**src/rtl/cam_pkg.sv**
```systemverilog
// Shared types and constants for the camera capture path.
package cam_pkg;

  typedef enum logic [1:0] {
    StIdle,
    StWaitVs,
    StWaitVsLow,
    StActive
  } cap_state_e;

  // FIFO entry layout: {sof, eol, rgb565}
  localparam int unsigned PixEntryW = 18;
  localparam int unsigned SofBit    = 17;
  localparam int unsigned EolBit    = 16;

  // RGB565 field positions within the 16-bit pixel
  localparam int unsigned RMsb = 15;
  localparam int unsigned RLsb = 11;
  localparam int unsigned GMsb = 10;
  localparam int unsigned GLsb = 5;
  localparam int unsigned BMsb = 4;
  localparam int unsigned BLsb = 0;

  // Camera sends the high byte first: R[4:0] G[5:3] | G[2:0] B[4:0]
  function automatic logic [15:0] rgb565_pack(logic [7:0] hi, logic [7:0] lo);
    logic [15:0] p;
    p            = '0;
    p[RMsb:RLsb] = hi[7:3];
    p[GMsb:GLsb] = {hi[2:0], lo[7:5]};
    p[BMsb:BLsb] = lo[4:0];
    return p;
  endfunction

endpackage

```
**src/rtl/pix_fifo.sv**
```systemverilog
// Synchronous show-ahead FIFO; rdata is zero while empty.
module pix_fifo #(
  parameter int unsigned WIDTH = 18,
  parameter int unsigned DEPTH = 4
) (
  input  logic             clk_i,
  input  logic             reset_i,
  input  logic             push_i,
  input  logic [WIDTH-1:0] wdata_i,
  input  logic             pop_i,
  output logic [WIDTH-1:0] rdata_o,
  output logic             full_o,
  output logic             empty_o
);

  localparam int unsigned PtrW = (DEPTH > 1) ? $clog2(DEPTH) : 1;

  logic [WIDTH-1:0] mem_q [DEPTH];
  logic [PtrW-1:0]  wr_ptr_q, rd_ptr_q;
  logic [PtrW:0]    count_q;
  logic             do_push, do_pop;

  function automatic logic [PtrW-1:0] ptr_inc(logic [PtrW-1:0] p);
    return (p == PtrW'(DEPTH - 1)) ? '0 : p + PtrW'(1);
  endfunction

  assign empty_o = (count_q == '0);
  assign full_o  = (count_q == (PtrW + 1)'(DEPTH));
  assign do_pop  = pop_i & ~empty_o;
  // A push into a full FIFO is fine when the head leaves in the same cycle
  assign do_push = push_i & (~full_o | do_pop);
  assign rdata_o = empty_o ? '0 : mem_q[rd_ptr_q];

  // Pointer and occupancy bookkeeping
  always_ff @(posedge clk_i) begin
    if (reset_i) begin
      wr_ptr_q <= '0;
      rd_ptr_q <= '0;
      count_q  <= '0;
    end else begin
      if (do_push) wr_ptr_q <= ptr_inc(wr_ptr_q);
      if (do_pop)  rd_ptr_q <= ptr_inc(rd_ptr_q);
      unique case ({do_push, do_pop})
        2'b10:   count_q <= count_q + (PtrW + 1)'(1);
        2'b01:   count_q <= count_q - (PtrW + 1)'(1);
        default: count_q <= count_q;
      endcase
    end
  end

  // Storage array, no reset needed since reads are masked while empty
  always_ff @(posedge clk_i) begin
    if (do_push) mem_q[wr_ptr_q] <= wdata_i;
  end

endmodule

```
**src/rtl/cam_pixel_capture.sv**
```systemverilog
// Samples the raw camera bus, builds RGB565 pixels with sof/eol tags and
// streams them out through a small FIFO while checking frame geometry.
module cam_pixel_capture
  import cam_pkg::*;
#(
  parameter int unsigned H_ACTIVE    = 640,
  parameter int unsigned V_ACTIVE    = 480,
  parameter int unsigned FIFO_DEPTH  = 4,
  parameter int unsigned SYNC_STAGES = 2
) (
  input  logic        clk,
  input  logic        reset,
  input  logic        enable,
  input  logic        cam_pclk,
  input  logic        cam_vsync,
  input  logic        cam_href,
  input  logic [7:0]  cam_data,
  output logic        m_valid,
  input  logic        m_ready,
  output logic [15:0] m_data,
  output logic        m_sof,
  output logic        m_eol,
  output logic        frame_done,
  output logic [15:0] frame_count,
  output logic        line_err,
  output logic        overflow
);

  localparam int unsigned XW = $clog2(H_ACTIVE + 1);
  localparam int unsigned YW = $clog2(V_ACTIVE + 1);
  localparam logic [XW-1:0] XMax  = XW'(H_ACTIVE);
  localparam logic [XW-1:0] XLast = XW'(H_ACTIVE - 1);
  localparam logic [YW-1:0] YMax  = YW'(V_ACTIVE);

  // Synchronizers
  logic [SYNC_STAGES-1:0] pclk_sync_q, vsync_sync_q, href_sync_q;
  logic [7:0]             data_sync_q [SYNC_STAGES];
  logic                   pclk_s, vsync_s, href_s;
  logic [7:0]             data_s;

  // Shift every camera input through SYNC_STAGES flops
  always_ff @(posedge clk) begin
    if (reset) begin
      pclk_sync_q  <= '0;
      vsync_sync_q <= '0;
      href_sync_q  <= '0;
      for (int i = 0; i < int'(SYNC_STAGES); i++) data_sync_q[i] <= '0;
    end else begin
      pclk_sync_q  <= {pclk_sync_q[SYNC_STAGES-2:0], cam_pclk};
      vsync_sync_q <= {vsync_sync_q[SYNC_STAGES-2:0], cam_vsync};
      href_sync_q  <= {href_sync_q[SYNC_STAGES-2:0], cam_href};
      data_sync_q[0] <= cam_data;
      for (int i = 1; i < int'(SYNC_STAGES); i++) data_sync_q[i] <= data_sync_q[i-1];
    end
  end

  assign pclk_s  = pclk_sync_q[SYNC_STAGES-1];
  assign vsync_s = vsync_sync_q[SYNC_STAGES-1];
  assign href_s  = href_sync_q[SYNC_STAGES-1];
  assign data_s  = data_sync_q[SYNC_STAGES-1];

  // Edge detection; events are registered together with the byte and href
  // level so the FSM sees a consistent snapshot.
  logic       pclk_d_q, vsync_d_q, href_d_q;
  logic       pclk_rise_q, vs_rise_q, vs_fall_q, href_fall_q, href_q;
  logic [7:0] byte_q;

  // Delay the synced signals and register their edges
  always_ff @(posedge clk) begin
    if (reset) begin
      pclk_d_q    <= 1'b0;
      vsync_d_q   <= 1'b0;
      href_d_q    <= 1'b0;
      pclk_rise_q <= 1'b0;
      vs_rise_q   <= 1'b0;
      vs_fall_q   <= 1'b0;
      href_fall_q <= 1'b0;
      href_q      <= 1'b0;
      byte_q      <= '0;
    end else begin
      pclk_d_q    <= pclk_s;
      vsync_d_q   <= vsync_s;
      href_d_q    <= href_s;
      pclk_rise_q <= pclk_s & ~pclk_d_q;
      vs_rise_q   <= vsync_s & ~vsync_d_q;
      vs_fall_q   <= ~vsync_s & vsync_d_q;
      href_fall_q <= ~href_s & href_d_q;
      href_q      <= href_s;
      byte_q      <= data_s;
    end
  end

  // Capture FSM state
  cap_state_e    state_q;
  logic [XW-1:0] x_q;
  logic [YW-1:0] y_q;
  logic          phase_q;
  logic [7:0]    hi_q;
  logic          sof_arm_q;
  logic          pix_valid_q;
  logic [15:0]   pix_data_q;
  logic          pix_sof_q, pix_eol_q;

  // Frame/line tracking, byte pairing and geometry checks
  always_ff @(posedge clk) begin
    if (reset) begin
      state_q     <= StIdle;
      x_q         <= '0;
      y_q         <= '0;
      phase_q     <= 1'b0;
      hi_q        <= '0;
      sof_arm_q   <= 1'b0;
      pix_valid_q <= 1'b0;
      pix_data_q  <= '0;
      pix_sof_q   <= 1'b0;
      pix_eol_q   <= 1'b0;
      frame_done  <= 1'b0;
      frame_count <= '0;
      line_err    <= 1'b0;
    end else begin
      pix_valid_q <= 1'b0;
      frame_done  <= 1'b0;
      if (!enable) begin
        // Drop any half-built pixel; buffered pixels keep draining
        state_q <= StIdle;
        phase_q <= 1'b0;
      end else begin
        unique case (state_q)
          StIdle: state_q <= StWaitVs;
          // Wait for a frame boundary so a running frame is never captured partially
          StWaitVs: if (vs_rise_q) state_q <= StWaitVsLow;
          StWaitVsLow: begin
            if (vs_fall_q) begin
              state_q   <= StActive;
              x_q       <= '0;
              y_q       <= '0;
              phase_q   <= 1'b0;
              line_err  <= 1'b0;
              sof_arm_q <= 1'b1;
            end
          end
          StActive: begin
            if (vs_rise_q) begin
              frame_done  <= 1'b1;
              frame_count <= frame_count + 16'd1;
              if (y_q != YMax) line_err <= 1'b1;
              state_q <= StWaitVsLow;
            end else if (href_fall_q) begin
              if (x_q != XMax || phase_q) line_err <= 1'b1;
              if (x_q != '0 && y_q < YMax) y_q <= y_q + YW'(1);
              x_q     <= '0;
              phase_q <= 1'b0;
            end else if (pclk_rise_q && href_q) begin
              if (y_q >= YMax) begin
                // Extra lines are discarded whole
                line_err <= 1'b1;
              end else if (!phase_q) begin
                hi_q    <= byte_q;
                phase_q <= 1'b1;
              end else begin
                phase_q <= 1'b0;
                if (x_q >= XMax) begin
                  line_err <= 1'b1;
                end else begin
                  pix_valid_q <= 1'b1;
                  pix_data_q  <= rgb565_pack(hi_q, byte_q);
                  pix_sof_q   <= sof_arm_q;
                  pix_eol_q   <= (x_q == XLast);
                  sof_arm_q   <= 1'b0;
                  x_q         <= x_q + XW'(1);
                end
              end
            end
          end
          default: state_q <= StIdle;
        endcase
      end
    end
  end

  // Output FIFO
  logic                 fifo_full, fifo_empty, fifo_push, fifo_pop;
  logic [PixEntryW-1:0] fifo_rdata;

  assign fifo_pop  = m_valid & m_ready;
  assign fifo_push = pix_valid_q & (~fifo_full | fifo_pop);

  pix_fifo #(
    .WIDTH(PixEntryW),
    .DEPTH(FIFO_DEPTH)
  ) u_fifo (
    .clk_i  (clk),
    .reset_i(reset),
    .push_i (fifo_push),
    .wdata_i({pix_sof_q, pix_eol_q, pix_data_q}),
    .pop_i  (fifo_pop),
    .rdata_o(fifo_rdata),
    .full_o (fifo_full),
    .empty_o(fifo_empty)
  );

  assign m_valid = ~fifo_empty;
  assign m_data  = fifo_rdata[15:0];
  assign m_sof   = fifo_rdata[SofBit];
  assign m_eol   = fifo_rdata[EolBit];

  // Sticky overflow when a finished pixel finds no room
  always_ff @(posedge clk) begin
    if (reset) begin
      overflow <= 1'b0;
    end else if (pix_valid_q && fifo_full && !fifo_pop) begin
      overflow <= 1'b1;
    end
  end

endmodule

```
**config.mk**
```make
export PLATFORM = sky130hd
export DESIGN_NAME = cam_pixel_capture
export DESIGN_NICKNAME = d
export VERILOG_FILES = /design/src/rtl/cam_pkg.sv /design/src/rtl/pix_fifo.sv /design/src/rtl/cam_pixel_capture.sv
export SDC_FILE = /design/constraint.sdc
export NUM_CORES = 1
export LEC_CHECK = 0
export ABC_AREA = 1
export BUFFER_PORTS_ARGS = -buffer_cell sky130_fd_sc_hd__buf_2
export CORE_MARGIN = 3
export CORE_UTILIZATION = 45
export CTS_CLUSTER_SIZE = 25
export DETAILED_ROUTE_END_ITERATION = 10
export PLACE_DENSITY_LB_ADDON = 0.2
export REMOVE_ABC_BUFFERS = 1
export SLEW_MARGIN = 20
export SYNTH_ARGS = -nofsm -noshare
export SYNTH_HDL_FRONTEND = slang
export SYNTH_SLANG_ARGS = --single-unit
```
**constraint.sdc**
```tcl
create_clock -name clk -period 3.3 [get_ports clk]
set_clock_uncertainty 0.1 [all_clocks]
set_input_delay 0.165 -clock clk [delete_from_list [all_inputs] [get_ports clk]]
set_output_delay 0.165 -clock clk [all_outputs]
set_load 0.01 [all_outputs]
```
# [After elaboration in Yosys (flattened, before gate mapping)]
# Memory sizes are Yosys's and may differ from the RTL's. A register that Yosys moved wholly into a read port is not among the register bits.
# Index checks and enable logic that the tools add are counted.
[totals] regBits=89 ram_bits=88 input_bits=15 out_inout_bits=38 wordCells=174 n_memories=2
[op_classes] n_addsub=7 order_cmp=3 eq_ne=30 muxes=55 n_bitwise=26 n_reduce_logical=24
[mem_list] name="u_fifo.mem_q" depth=4 word_bits=18 rd=1 rd_ports_with_merged_regs=1 wr=1 line="pix_fifo.sv:18" text="logic [WIDTH-1:0] mem_q [DEPTH];"
[mem_list] name="data_sync_q" depth=2 word_bits=8 rd=2 rd_ports_with_merged_regs=1 wr=2 line="cam_pixel_capture.sv:37" text="logic [7:0] data_sync_q [SYNC_STAGES];"
[ops] cell="$mux 10" count=7
[ops] cell="$mux 9" count=4
[ops] cell="$mux 1" count=28
[ops] cell="$reduce_and 8->1" count=3
[ops] cell="$pmux 10 s2" count=1
[ops] cell="$mux 18" count=1
[ops] cell="$ne 2x2->1 const B" count=9
[ops] cell="$pmux 9 s2" count=1
[ops] cell="$add 16x1->16 const B" count=1
[ops] cell="$mux 8" count=2
[ops] cell="$ne 3x3->1 const B" count=5
[ops] cell="$not 1->1" count=14
[ops] cell="$mux 2" count=6
[ops] cell="$add 10x1->10 const B" count=1
[ops] cell="$eq 10x10->1 const B" count=1
[ops] cell="$eq 2x2->1 const B" count=5
[ops] cell="$ge 10x10->1 const B" count=1
[ops] cell="$ne 10x10->1 const B" count=1
[ops] cell="$ne 5x5->1 const B" count=2
[ops] cell="$reduce_bool 10->1" count=1
[ops] cell="$add 9x1->9 const B" count=1
[ops] cell="$ge 9x9->1 const B" count=1
[ops] cell="$lt 9x9->1 const B" count=1
[ops] cell="$ne 9x9->1 const B" count=1
[ops] cell="27 further kinds" count=47

# [Logic depth before layout (Yosys ltp)]
[logic_depth] depth_word=8 depth_mapped=11 mapped_depth_nobuf=11

# [Cells and area by module]
# A second synthesis with hierarchy kept.
[unflattened] hier_cells=910 area_unflattened_um2=7918.8
[by_module_without_submodules] module="cam_pixel_capture" n_inst=1 cells_per_inst=627 area_per_inst_um2=4593.2 seq_area_each_um2=2122.0
[by_module_without_submodules] module="pix_fifo" n_inst=1 cells_per_inst=283 area_per_inst_um2=3325.7 seq_area_each_um2=2342.2

# [Worst setup path after synthesis]
# OpenSTA, ideal clock, no wires.
[synth_timing] path_kind="reg2reg" from="register u_fifo.count_q[2]" to="register u_fifo.count_q[2]" setup_time_ns=0.122 arrival_ns=1.756 required_time_ns=3.078 setup_slack_ns=1.322 stages_incl_launch_ff=12 path_buffers=0 path_cell_list="dfxtp_1 > inv_1 > nor3_1 > nand2_1 > nand2_1 > ha_1 > inv_1 > fa_1 > a21oi_1 > o21ai_0 > o21ai_0 > a21oi_1"
[synth_via] elab_chain_len=8
[synth_lines] item="start: declaration" line="pix_fifo.sv:20" text="logic [PtrW:0] count_q;"
[synth_lines] item="start signal: assignment" line="pix_fifo.sv:44" text="2'b10: count_q <= count_q + (PtrW + 1)'(1);"
[synth_lines] item="start signal: assignment" line="pix_fifo.sv:45" text="2'b01: count_q <= count_q - (PtrW + 1)'(1);"
[synth_lines] item="start signal: assignment" line="pix_fifo.sv:46" text="default: count_q <= count_q;"
[synth_lines] item="$logic_not 3->1" line="pix_fifo.sv:27" text="assign empty_o = (count_q == '0);"
[synth_lines] item="$not 1->1" line="pix_fifo.sv:29, cam_pixel_capture.sv:202"
[synth_lines] item="$and 1x1->1" line="cam_pixel_capture.sv:185" text="assign fifo_pop = m_valid & m_ready;"
[synth_lines] item="$or 1x1->1 or $and 1x1->1 (tied branches)" line="cam_pixel_capture.sv:186, pix_fifo.sv:29"
[synth_lines] item="$and 1x1->1 or $or 1x1->1 (tied branches)" line="cam_pixel_capture.sv:186, pix_fifo.sv:31"
[synth_lines] item="$and 1x1->1" line="pix_fifo.sv:31" text="assign do_push = push_i & (~full_o | do_pop);"
[synth_lines] item="$eq 2x1->1 or $eq 2x2->1 (tied branches)" line="pix_fifo.sv:43" text="unique case ({do_push, do_pop})"
[synth_lines] item="$pmux 3 s2 or $reduce_bool 2->1 (tied branches)"
# Several ways; a longest one is shown, not always the timed one.
# A chain may end at the register's enable or synchronous reset.

# [Worst setup path after layout]
[layout_timing] from="register u_fifo.count_q[0]" to="output port m_sof"
[layout_via] elab_chain_len=2
[layout_lines] item="$logic_not 3->1" line="pix_fifo.sv:27"
[layout_lines] item="$mux 18" line="pix_fifo.sv:32" text="assign rdata_o = empty_o ? '0 : mem_q[rd_ptr_q];"
[layout_lines] item="end: declaration" line="cam_pixel_capture.sv:21" text="output logic m_sof,"
# Every way passes these cells.

==> metrics <==
final instance area 0.008916 mm^2; vias in the first global route 4,991; synthesized cell area 0.007687 mm^2; Core Box Area roughly 0.017 mm^2; CTS tree built; first-pass GRT wire length roughly 24 mm; Unique masters post-synth 42; Post-Layout Cell Count around 1,200; die height 136.7 um; Max Fclk 414.3 MHz; Critical Path, Cell by Cell inv_1, nand3_1, clkinv_1, a21oi_1, buf_2; Post-synth ARST share 0%; Final Wtd Congestion 0.7954; Hold WC Path Type input pin to flop; Crit path depth 5; max_cap viols 0; Post-DP Area 0.008148 mm^2; DR WL met3 480 um; overall routing resource usage 16.21%; most frequent cells in the layout 208 x nor2_1, 116 x nand2_1, 115 x dfxtp_1, 95 x inv_1, 72 x edfxtp_1; Clock Latency Late Sink roughly 0.43 ns; chip width 136.7 um; mux cell area share after synthesis 0%; Min-Delay Path Depth 4; Root Driver clkbuf_16; Placed Instances 1,135; Post-synth EDFFs 72; status finished, final reports clean; Filler Cell Count 1,542; Clock power frac roughly 47%; WP data arrival 2.15 ns; leakage 3.490 nW; CTS Hold Buffers Added 13; logic gate share of total power 1.6%; register area share after synthesis 58.07%; Pins Over Slew Limit 0; CP required 3.03 ns; nature of the critical path endpoint primary output; complex-gate fraction of the synthesized area 9.668%; Reg2Reg Depth 11; area delta synth->final 15.98%; # rows 47; XOR/XNOR Fraction of Synth Area 0.6836%; pwr dens between 500 and 600 mW/mm^2; I/O Pins 53; vias per cell 4.742; post-synthesis adder-cell area fraction 2.051%; clock slew at reported path FFs 0.07 ns; mean area per synthesized cell 8.696 um^2; Worst path slowest cell clkinv_1; flop-to-flop setup slack 1.12 ns; Iter 0 DRT Violations 350; average wire per standard cell 12.37 um; top_reg_cell synth dfxtp_1; Max stage delay on crit path 0.54 ns; final setup violation count 0; Ys Warns 0; # resized after CTS 0; commonest non-fill, non-tap cell in the layout nor2_1; sequential power share 51.7%; Hold Vio Cnt, Final 0; Mapped Cells 884; Max VDD drop between 0.3 and 0.4 mV; Net Sw Frac slightly below 20%; Total Neg Setup Slack 0 ns; Worst Tran Pin Value roughly 0.69 ns; final net count 974; fin crit share approximately 73%; Slew headroom 53.78%; die area 0.01869 mm^2; met2 routed WL between 6 and 7 mm; # DRC 0; port bufs 52; CTS Buffer Depth 2; Detailed Routing Iterations Pass 1 4; Setup CP Type flop to primary output; critical path's top delay family buffers and inverters; initial antenna violation count 0; setup bufs post-CTS 0; top layer reached by signal wires met4; starting density of the core 46.19%; Yosys reg bits about 190; H-tree Lvls 4; P_sw 0.0009209 W; GRT overflow 0; fin util 53.57%; Antenna diodes 0; layout cells sized above 1 between 10% and 20%; RSZ-0062 raised after global routing no; CTS sink count 187; Buf/Inv on CP 3; antenna viol nets, final 0; Max FO, Critical Path 18; post-DP HPWL roughly 9.2 mm; M1 WL 7.172 mm; total CTS buffers 17; Total Power 0.004649 W; internal power 0.003728 W; largest net degree at the start of global routing 70; CP Launch Type flop; aggregate routed wire length 14.60 mm; Tmin final 2.414 ns; largest family of logic cells by synthesized area simple AND/OR/NAND/NOR gates; Synth Area in Simple Gates 22.38%; vias 5,596
## synthesized netlist by cell type (5+ instances only)
cell type | n | area share (%)
dfxtp_1 | 115 | 30
a21oi_1 | 60 | 3.9
nand2_1 | 116 | 5.7
inv_1 | 96 | 4.7
ha_1 | 11 | 1.8
nor2_1 | 208 | 10
buf_2 | 6 | 0.39
nor2_4 | 5 | 0.73
o21ai_0 | 67 | 4.4
xor2_1 | 6 | 0.68
buf_1 | 5 | 0.24
nand3_1 | 35 | 2.3
nor3_1 | 11 | 0.72
nand4_1 | 7 | 0.57
clkbuf_1 | 15 | 0.73
edfxtp_1 | 72 | 28
## worst paths after layout
kind / from / to
max: u_fifo.count_q[0] / m_sof
min: reset / href_fall_q
max reg2reg: u_fifo.count_q[2] / u_fifo.count_q[2]
min reg2reg: pclk_d_q / pclk_rise_q
## kinds of logic (layout without fill, tap and decap cells)
kind of cell	Yosys count	after routing
XOR/XNOR	6	6
buffers and inverters	136	212
AO/OA/AOI/OAI	142	142
adder cells (fa/ha/maj)	12	12
AND/OR/NAND/NOR	401	401
flip-flops	187	187
## layer usage
metal	vias to the layer above	global-route usage (%)
li1	2983	-
met3	15	4.044
met2	88	26.07
met4	0	5.655
met1	2510	21.38
met5	-	0
## area by class of cell
class | instances | area, um^2 | share of cell area [%]
tap | 220 | 275.3 | 3.087
sequential | 187 | 4464 | 50.07
timing repair buffer | 73 | 450.4 | 5.052
clock inverter | 12 | 191.4 | 2.147
inverter | 107 | 414.1 | 4.645
clock buffer | 20 | 446.7 | 5.010
multi-input combinational | 561 | 2674 | 29.99
## sequential cells by signal (all words and copies together), names as in the netlist, 2 cells and up, named ones only
signal,flops
u_fifo.mem_q,72
frame_count,16
pix_data_q,16
x_q,10
byte_q,8
y_q,9
pclk_sync_q,2
state_q,2
u_fifo.wr_ptr_q,2
u_fifo.rd_ptr_q,2
vsync_sync_q,2
hi_q,8
data_sync_q,16
href_sync_q,2
u_fifo.count_q,3
## stage by stage
stage          hold slack (ns)  setup WS (ns)
6_report                0.1868         0.8861
5_1_grt                 0.2331         0.7074
4_1_cts                 0.1861         0.8378
3_5_place_dp            0.2721          1.138
3_3_place_gp            0.2640          1.158
2_1_floorplan           0.1341          1.286
## power groups by stage
stage	Clock, W	Sequential (W)	Combinational [W]
2_1_floorplan	0	0.00245	0.0000330
3_3_place_gp	0	0.00245	0.0000645
3_5_place_dp	0	0.00245	0.0000643
4_1_cts	0.00221	0.00240	0.0000763
5_1_grt	0.00231	0.00240	0.0000857
6_report	0.00217	0.00240	0.0000747
## worst min-delay path: cells and delay by family
kind          cells  cell delay [ns]
buf+inv           2             0.33
simple gates      2             0.17
No activity file was read; power rests on OpenSTA's default activity.
